**src/rtl/uart_tx_arbiter_if.sv**
```systemverilog
// Requester-side bus of the shared UART transmitter arbiter.
// Carries request levels, packed request bytes, and the per-grant responses.
interface uart_tx_arbiter_if #(
    parameter int NREQ = 4
);
    logic [NREQ-1:0]   req;
    logic [8*NREQ-1:0] req_data;
    logic [NREQ-1:0]   grant;
    logic [NREQ-1:0]   ack;
    logic              err;

    modport master (
        output req,
        output req_data,
        input  grant,
        input  ack,
        input  err
    );

    modport slave (
        input  req,
        input  req_data,
        output grant,
        output ack,
        output err
    );
endinterface

```
**src/rtl/uart_tx_arbiter.sv**
```systemverilog
// Shares one 8N1 UART transmitter among NREQ byte requesters (Baud16x domain).
// Round-robin by default; define UART_ARB_FIXED_PRIO_EN for fixed priority (lowest index wins).
module uart_tx_arbiter #(
    parameter int NREQ          = 4,
    parameter int BUSY_TIMEOUT  = 4,
    parameter int FRAME_TIMEOUT = 200
) (
    input  logic                  clk,
    input  logic                  rst,
    uart_tx_arbiter_if.slave      bus,
    output logic                  tx_start,
    output logic [7:0]            tx_data,
    input  logic                  tx_busy,
    input  logic                  tx_int,
    output logic                  active
);
    localparam int IDX_W = (NREQ > 1) ? $clog2(NREQ) : 1;
    localparam int TMR_W = $clog2(FRAME_TIMEOUT + 1);

    typedef enum logic [2:0] {
        S_IDLE,
        S_START,
        S_WAIT_DONE,
        S_DONE,
        S_ERR
    } state_t;

    state_t            state_q, state_d;
    logic [NREQ-1:0]   grant_q, grant_d;
    logic [NREQ-1:0]   ack_q, ack_d;
    logic              err_q, err_d;
    logic              tx_start_q, tx_start_d;
    logic [7:0]        tx_data_q, tx_data_d;
    logic              active_q, active_d;
    logic [TMR_W-1:0]  timer_q, timer_d;
    logic [TMR_W-1:0]  timer_inc;
`ifndef UART_ARB_FIXED_PRIO_EN
    logic [IDX_W-1:0]  rr_ptr_q, rr_ptr_d;
    logic [IDX_W-1:0]  win_q, win_d;
`endif

    logic              pick_found;
    logic [IDX_W-1:0]  pick_idx;
    logic [7:0]        req_byte [NREQ];

    // Completion keys off busy falling; Int_T is only advisory.
    logic unused_tx_int;
    assign unused_tx_int = tx_int;

    for (genvar gi = 0; gi < NREQ; gi++) begin : g_bytes
        assign req_byte[gi] = bus.req_data[8*gi +: 8];
    end

    always_comb begin
        int idx;
        idx        = 0;
        pick_found = 1'b0;
        pick_idx   = '0;
`ifdef UART_ARB_FIXED_PRIO_EN
        for (int k = NREQ - 1; k >= 0; k--) begin
            if (bus.req[k]) begin
                pick_found = 1'b1;
                pick_idx   = IDX_W'(k);
            end
        end
`else
        for (int k = 0; k < NREQ; k++) begin
            idx = int'(rr_ptr_q) + k;
            if (idx >= NREQ) idx = idx - NREQ;
            if (!pick_found && bus.req[idx]) begin
                pick_found = 1'b1;
                pick_idx   = IDX_W'(idx);
            end
        end
`endif
    end

    assign timer_inc = (timer_q == {TMR_W{1'b1}}) ? timer_q : timer_q + TMR_W'(1);

    always_comb begin
        state_d    = state_q;
        grant_d    = grant_q;
        ack_d      = '0;
        err_d      = 1'b0;
        tx_start_d = tx_start_q;
        tx_data_d  = tx_data_q;
        timer_d    = timer_inc;
`ifndef UART_ARB_FIXED_PRIO_EN
        rr_ptr_d   = rr_ptr_q;
        win_d      = win_q;
`endif
        case (state_q)
            S_IDLE: begin
                timer_d = '0;
                if (pick_found) begin
                    grant_d    = NREQ'(1) << pick_idx;
                    tx_data_d  = req_byte[pick_idx];
                    tx_start_d = 1'b1;
                    state_d    = S_START;
`ifndef UART_ARB_FIXED_PRIO_EN
                    win_d      = pick_idx;
`endif
                end
            end
            S_START: begin
                if (tx_busy) begin
                    state_d = S_WAIT_DONE;
                    timer_d = '0;
                end else if (timer_inc >= TMR_W'(BUSY_TIMEOUT)) begin
                    state_d    = S_ERR;
                    err_d      = 1'b1;
                    tx_start_d = 1'b0;
                    timer_d    = '0;
                end
            end
            S_WAIT_DONE: begin
                if (!tx_busy) begin
                    state_d    = S_DONE;
                    ack_d      = grant_q;
                    tx_start_d = 1'b0;
                    timer_d    = '0;
                end else if (timer_inc >= TMR_W'(FRAME_TIMEOUT)) begin
                    state_d    = S_ERR;
                    err_d      = 1'b1;
                    tx_start_d = 1'b0;
                    timer_d    = '0;
                end
            end
            S_DONE: begin
                grant_d = '0;
                state_d = S_IDLE;
                timer_d = '0;
`ifndef UART_ARB_FIXED_PRIO_EN
                rr_ptr_d = (win_q == IDX_W'(NREQ - 1)) ? '0 : win_q + IDX_W'(1);
`endif
            end
            S_ERR: begin
                // Pointer left alone so the failed requester retries first.
                grant_d    = '0;
                tx_start_d = 1'b0;
                state_d    = S_IDLE;
                timer_d    = '0;
            end
            default: begin
                grant_d    = '0;
                tx_start_d = 1'b0;
                state_d    = S_IDLE;
                timer_d    = '0;
            end
        endcase
        active_d = (state_d != S_IDLE);
    end

    always_ff @(posedge clk or negedge rst) begin
        if (!rst) begin
            state_q    <= S_IDLE;
            grant_q    <= '0;
            ack_q      <= '0;
            err_q      <= 1'b0;
            tx_start_q <= 1'b0;
            tx_data_q  <= '0;
            active_q   <= 1'b0;
            timer_q    <= '0;
`ifndef UART_ARB_FIXED_PRIO_EN
            rr_ptr_q   <= '0;
            win_q      <= '0;
`endif
        end else begin
            state_q    <= state_d;
            grant_q    <= grant_d;
            ack_q      <= ack_d;
            err_q      <= err_d;
            tx_start_q <= tx_start_d;
            tx_data_q  <= tx_data_d;
            active_q   <= active_d;
            timer_q    <= timer_d;
`ifndef UART_ARB_FIXED_PRIO_EN
            rr_ptr_q   <= rr_ptr_d;
            win_q      <= win_d;
`endif
        end
    end

    assign bus.grant = grant_q;
    assign bus.ack   = ack_q;
    assign bus.err   = err_q;
    assign tx_start  = tx_start_q;
    assign tx_data   = tx_data_q;
    assign active    = active_q;
endmodule

```
**src/flat_wrapper.sv**
```systemverilog
// flat-port wrapper written by rule: the top's interface ports become plain ports
module uart_tx_arbiter_flat 
#(
    parameter int NREQ          = 4,
    parameter int BUSY_TIMEOUT  = 4,
    parameter int FRAME_TIMEOUT = 200
)
  (clk, rst, tx_start, tx_data, tx_busy, tx_int, active, bus_req, bus_req_data, bus_grant, bus_ack, bus_err);
  uart_tx_arbiter_if #(.NREQ(NREQ)) bus_i ();
  input  logic clk;
  input  logic rst;
  output logic tx_start;
  output logic [7:0] tx_data;
  input  logic tx_busy;
  input  logic tx_int;
  output logic active;
  input wire logic [$bits(bus_i.req)-1:0] bus_req;
  input wire logic [$bits(bus_i.req_data)-1:0] bus_req_data;
  output wire logic [$bits(bus_i.grant)-1:0] bus_grant;
  output wire logic [$bits(bus_i.ack)-1:0] bus_ack;
  output wire logic [$bits(bus_i.err)-1:0] bus_err;
  assign bus_i.req = bus_req;
  assign bus_i.req_data = bus_req_data;
  assign bus_grant = bus_i.grant;
  assign bus_ack = bus_i.ack;
  assign bus_err = bus_i.err;
  uart_tx_arbiter #(.NREQ(NREQ), .BUSY_TIMEOUT(BUSY_TIMEOUT), .FRAME_TIMEOUT(FRAME_TIMEOUT)) u_core (.clk(clk), .rst(rst), .bus(bus_i), .tx_start(tx_start), .tx_data(tx_data), .tx_busy(tx_busy), .tx_int(tx_int), .active(active));
endmodule
```
**config.mk**
```make
export PLATFORM = sky130hd
export DESIGN_NAME = uart_tx_arbiter_flat
export DESIGN_NICKNAME = d
export VERILOG_FILES = /design/src/rtl/uart_tx_arbiter_if.sv /design/src/rtl/uart_tx_arbiter.sv /design/src/flat_wrapper.sv
export SDC_FILE = /design/constraint.sdc
export NUM_CORES = 1
export LEC_CHECK = 0
export CAP_MARGIN = 20
export CORE_UTILIZATION = 30
export CTS_BUF_LIST = sky130_fd_sc_hd__clkbuf_4
export DETAILED_ROUTE_END_ITERATION = 10
export PLACE_DENSITY = 0.55
export SLEW_MARGIN = 15
export SYNTH_ARGS = -nofsm -noshare
export SYNTH_HDL_FRONTEND = slang
export SYNTH_SLANG_ARGS = --single-unit
export TNS_END_PERCENT = 30
```
**constraint.sdc**
```tcl
create_clock -name clk -period 4 [get_ports clk]
set_clock_uncertainty 0.05 [all_clocks]
set_input_delay 0.6 -clock clk [delete_from_list [all_inputs] [get_ports clk]]
set_output_delay 0.6 -clock clk [all_outputs]
set_load 0.1 [all_outputs]
```
== Word-level counts from Yosys, hierarchy flattened ==
Cells that the tools add are included.

* Add/subtract/negate cells: 9
* $lt $le $gt $ge: 11
* Equality and inequality tests: 9
* Shift operators: 1
* Muxes and demuxes: 55
* Bitwise logic cells: 3
* Reduce and logical (&&, ||, !) cells: 12

{| class="wikitable"
|+ Operator list
! operator !! count
|-
| $lt A32 B4 Y1 const B || 4
|-
| $mux W32 || 4
|-
| $ge A32 B4 Y1 const B || 3
|-
| $sub A32 B4 Y32 const B || 3
|-
| $mux W8 || 7
|-
| $mux W1 || 21
|-
| $bmux W8 S2 || 1
|-
| $pmux W8 S2 || 1
|-
| $mux W3 || 5
|-
| $mux W4 || 3
|-
| $mux W2 || 5
|-
| $pmux W3 S3 || 1
|-
| $add A8 B1 Y8 const B || 1
|-
| $bmux W1 S2 || 4
|-
| $eq A8 B8 Y1 const B || 1
|-
| $ge A8 B3 Y1 const B || 1
|-
| $ge A8 B8 Y1 const B || 1
|-
| $pmux W4 S2 || 1
|-
| $add A2 B2 Y3 const B || 2
|-
| $eq A3 B2 Y1 const B || 2
|-
| $reduce_and A5 Y1 || 1
|-
| $ne A2 B1 Y1 const B || 2
|-
| $pmux W1 S4 || 1
|-
| $reduce_and A2 Y1 || 2
|-
| other kinds (18) || 23
|}

* Flip-flop bits (word level): 34
* Input bits: 40

== Logic depth before layout (Yosys ltp) ==
* Word-level depth: 19
* Gate-level depth with buffers: 7
* Mapped depth without buffers: 6

== Least setup slack after synthesis ==
Ideal clock, no wire load.

* Kind: reg2reg
* Start: register u_core.timer_q[0]
* End: register u_core.timer_q[0]
* Setup time: 132 ps
* Arrival: 1785 ps
* Data required time: 3818 ps
* Setup slack: 2034 ps
* Cell stages (with the launch flop): 8
* Path buffers: 1
* Period minus slack after synthesis: 1966 ps
* Path through: dfrtp_1 > ha_1 > and4_1 > buf_6 > a311oi_2 > nor3b_2 > a211oi_2 > nor2_1

* Word-level cells in the longest chain between the ends: 6

{| class="wikitable"
|+ Ends and longest elaborated chain
! what !! RTL line !! text
|-
| from (decl) || uart_tx_arbiter.sv:35 || <nowiki>logic [TMR_W-1:0] timer_q, timer_d;</nowiki>
|-
| from (signal assigned) || uart_tx_arbiter.sv:176 || <nowiki>timer_q <= timer_d;</nowiki>
|-
| $add A8 B1 Y8 or $eq A8 B8 Y1 (tied branches) || uart_tx_arbiter.sv:78 || <nowiki>assign timer_inc = (timer_q == {TMR_W{1'b1}}) ? timer_q : timer_q + TMR_W'(1);</nowiki>
|-
| $mux W8 (*) || uart_tx_arbiter.sv:78 ||
|-
| $ge A8 B8 Y1 or $ge A8 B3 Y1 (tied branches) || uart_tx_arbiter.sv:122, uart_tx_arbiter.sv:109 ||
|-
| $mux W8 (on tied branches) || uart_tx_arbiter.sv:122, uart_tx_arbiter.sv:109 ||
|-
| $mux W8 (on tied branches) || uart_tx_arbiter.sv:117, uart_tx_arbiter.sv:106 ||
|-
| $pmux W8 S2 (*) || uart_tx_arbiter.sv:92 || <nowiki>case (state_q)</nowiki>
|-
| via u_core.timer_d[0] || uart_tx_arbiter.sv:35 ||
|}

The timed path passes the listed nets; every way through them passes the cells marked *.
A chain may end at the register's enable or synchronous reset.

== Worst setup path in the final report ==
* Start: input bus_req[1]
* End: register u_core.tx_data_q[3], in the netlist u_core.tx_data[3]

* Word-level cells in the longest chain between the ends: 17

{| class="wikitable"
|+ Ends and longest elaborated chain
! what !! RTL line !! text
|-
| from (decl) || flat_wrapper.sv:17 || <nowiki>input wire logic [$bits(bus_i.req)-1:0] bus_req;</nowiki>
|-
| $bmux W1 S2 || uart_tx_arbiter.sv:70 || <nowiki>if (!pick_found && bus.req[idx]) begin</nowiki>
|-
| $mux W1 (not written as such) (2 in a row) || uart_tx_arbiter.sv:70 ||
|-
| $mux W1 || uart_tx_arbiter.sv:70 ||
|-
| $logic_not A1 Y1 || uart_tx_arbiter.sv:70 ||
|-
| $logic_and A1 B1 Y1 || uart_tx_arbiter.sv:70 ||
|-
| $mux W1 || uart_tx_arbiter.sv:70 ||
|-
| $logic_not A1 Y1 || uart_tx_arbiter.sv:70 ||
|-
| $logic_and A1 B1 Y1 || uart_tx_arbiter.sv:70 ||
|-
| $mux W1 || uart_tx_arbiter.sv:70 ||
|-
| $logic_not A1 Y1 || uart_tx_arbiter.sv:70 ||
|-
| $logic_and A1 B1 Y1 || uart_tx_arbiter.sv:70 ||
|-
| $mux W2 || uart_tx_arbiter.sv:70 ||
|-
| $not A2 Y3 (not written as such) || uart_tx_arbiter.sv:97 || <nowiki>tx_data_d = req_byte[pick_idx];</nowiki>
|-
| $bmux W8 S2 || uart_tx_arbiter.sv:97 ||
|-
| $mux W8 (not written as such) (2 in a row) || uart_tx_arbiter.sv:97 ||
|-
| to (signal assigned) || uart_tx_arbiter.sv:174 || <nowiki>tx_data_q <= tx_data_d;</nowiki>
|-
| to (decl) || uart_tx_arbiter.sv:33 || <nowiki>logic [7:0] tx_data_q, tx_data_d;</nowiki>
|}

Several ways; a longest one is shown, not always the timed one. The select of a mux whose other input is x is not followed.

==> results.txt <==
Status: finished, final reports clean
Power per cell area: 702 nW/um2
Cts repair resizes: 0
CORE AREA: 6060 um2
Distinct cells, synth: 49
Total CTS buffers: 5
CP max stage delay: 650 ps
Share of post-route cells with drive strength above 1: 8.50%
Fmax: 0.385 GHz
Fillers: 605
Fin crit period: 2590 ps
Height of the die: 82.2 um
Nets: 288
Number of buffer and inverter stages on the critical path: 1
Routed met3 length: 305 um
IO Port Bufs: 57
Placed cell area: 2530 um2
Hold Path Class: reg -> reg
Flops & latches, synth: 34
Via/cell ratio: 5.02
CP Class: in -> reg
EDFF count, synth: 0
Clock transition at the registers of the reported paths: 110 ps
Maxcap violations: 0
Post-Syn Area: 1930 um2
Family with the most delay on the worst path: simple AND/OR/NAND/NOR gates
Initial core utilization: 31.9%
Clk buf depth: 2
FFs w/ async S/R, synth: 100%
Critical path's slowest cell: nor4_1
Final ANT Viol Nets: 0
Area grow syn2layout: 34.0%
Logic pwr share: 60.1%
Arrival time at the worst endpoint: 2760 ps
Pint: 842 uW
Net Sw Frac: 53.7%
RSZ-0062 raised after global routing: no
CTS HTree Levels: 2
Routed WL per cell: 14.2 um
Commonest cells after routing, fill and taps aside: clkdlybuf4s50_1, dfrtp_1, nand2_1
Setup violations, final: 0
Commonest non-fill, non-tap cell in the layout: clkdlybuf4s50_1
CTS tree: built
Top Layer Used: met4
GRT overflow: 0
Metal-1 WL: 2090 um
Sequential share of power: 29.5%
Total track usage: 14.9%
DRT Pass-1 Iters: 4
Largest net degree at the start of global routing: 35
Worst slew pin tran: 1020 ps
Setup tns final: 0 ps
Clk pwr share: 10.4%
Initial antenna violation count: 0
Net Count, Synth: 234
Root buffer cell: clkbuf_4
Syn_area_per_cell: 10.1 um2
Seq/Total Area, Yosys: 44.1%
Vias post-DR: 1,615
Hold bufs inserted after CTS: 0
Global-route wire length before repair: 7530 um
Maximum vdd ir drop: 0.357 mV
Period utilization: 64.9%
Reg area: 851 um2
Worst EP required: 4160 ps
Final Hold Fails: 0
Fin area: 2590 um2
Post-synthesis cell count: 192
Setup bufs post-CTS: 0
Starting DRT DRC Count: 63
Drt total wl: 4560 um
Crit-path most repeated cell: nand2b_1
CP startpoint kind: primary input
Layout Utilization: 42.7%
P_sw: 976 uW
Diodes inserted: 0
Crit end category: flop
Rel. slew slack: 32.1%
Ys flop type: dfrtp_1
Number of remaining DRC errors: 0
Clock sinks: 34
IO Pins: 59
RePlAce Congestion: 0.780
Number of global-route vias before repair: 1,578
Crit Path Max Fanout: 11
Worst-skew pair later-pin latency: 340 ps
DP Wirelength: 3360 um
Die X: 82.2 um
Slew Viols, Final: 0
Pleak: 0.00108 uW
Multi-input gate area: 977 um2
Row count: 28
Crit-path cells: clkdlybuf4s50_1 > nor4_1 > nor3_1 > nand2b_1 > nand2b_1 > o221ai_1
WL met2: 2100 um
YS warnings: 0
Die area: 6760 um2
[synthesized netlist by cell type (2+ instances only)]
cell      number  area, um2
a211oi_1       3       22.5
a211oi_2       2       25.0
a21oi_1       10       50.1
a31oi_1        2       12.5
and2_1         4       25.0
and3_1         2       12.5
and4_1         2       17.5
buf_2          4       20.0
buf_4          2       15.0
buf_6          3       33.8
clkbuf_1       4       15.0
dfrtp_1       34        851
ha_1           2       25.0
inv_1          5       18.8
mux2i_1       17        170
nand2_1       21       78.8
nand2b_1       7       43.8
nand3_1        3       15.0
nand3b_1       2       15.0
nor2_1        11       41.3
nor3_1         5       25.0
o211ai_1       2       15.0
o21ai_0        4       20.0
o21ai_1        6       30.0
o221ai_1       8       70.1
o22ai_1        3       18.8
xnor2_1        2       17.5
[state kept, by name (all words and copies together), names as in the netlist]
signal / count
u_core.state_q: 3
u_core.tx_data: 8
u_core.timer_q: 8
u_core.bus.grant: 4
u_core.win_q: 2
u_core.tx_start: 1
u_core.bus.ack: 4
u_core.bus.err: 1
u_core.rr_ptr_q: 2
u_core.active: 1
[power groups by stage]
stage	sequential, uW	combinational [uW]	clock [uW]
final	537	1090	188
after global routing	561	1170	212
after CTS	539	1100	197
after detailed placement	542	1100	0
after global placement	545	1100	0
after floorplan	986	379	0
[per-layer routing]
layer / GRT usage (%) / up-vias
li1: - / 812
met1: 19.2 / 756
met2: 23.1 / 42
met3: 5.71 / 5
met4: 4.21 / 0
met5: 0 / -
[worst register-to-register path: stages, from the launching register on]
cell and delay (ps):
dfrtp_1 450, ha_1 310, and4_1 320, a311oi_2 380
nor3b_2 130, a211oi_2 380, nor2_1 100
[stage by stage]
stage               std cells  setup WS, ps  total power, uW  hold slack (ps)
floorplan                 192          2030             1370              254
global placement          314          1060             1640              422
detailed placement        314          1030             1640              426
CTS                       322          1390             1840              459
global route              322          1200             1940              490
finish                    322          1410             1820              453
[worst paths after layout]
path                                   start           endpoint  slack, ps  cells past startpoint
setup / recovery                  bus_req[1]  u_core.tx_data[3]       1410                      6
hold / removal             u_core.tx_data[3]  u_core.tx_data[3]        450                      2
setup reg to reg           u_core.timer_q[0]  u_core.timer_q[1]       1780                      6
hold reg to reg            u_core.tx_data[3]  u_core.tx_data[3]        450                      2
max in group asynchronous                rst  u_core.timer_q[3]       2980                      2
min in group asynchronous                rst  u_core.timer_q[6]        600                      2
[final cells by class]
class | count | area share (%)
well taps | 75 | 3.63
multi-input cells | 140 | 37.8
inverters | 5 | 0.725
clock inverters | 3 | 0.629
repair buffers | 60 | 22.9
clock buffers | 5 | 1.45
flip-flops and latches | 34 | 32.9
[cell families after synthesis]
family / Yosys count / synth area share [%]
AOI/OAI and AO/OA: 49 / 18.9
muxes: 18 / 9.40
buffers and inverters: 18 / 5.31
and+or+nand+nor: 69 / 20.1
adders and majority gates: 2 / 1.30
DFF: 34 / 44.1
xor gates and xnor gates: 2 / 0.907
Power figures use the tool's default switching activity.
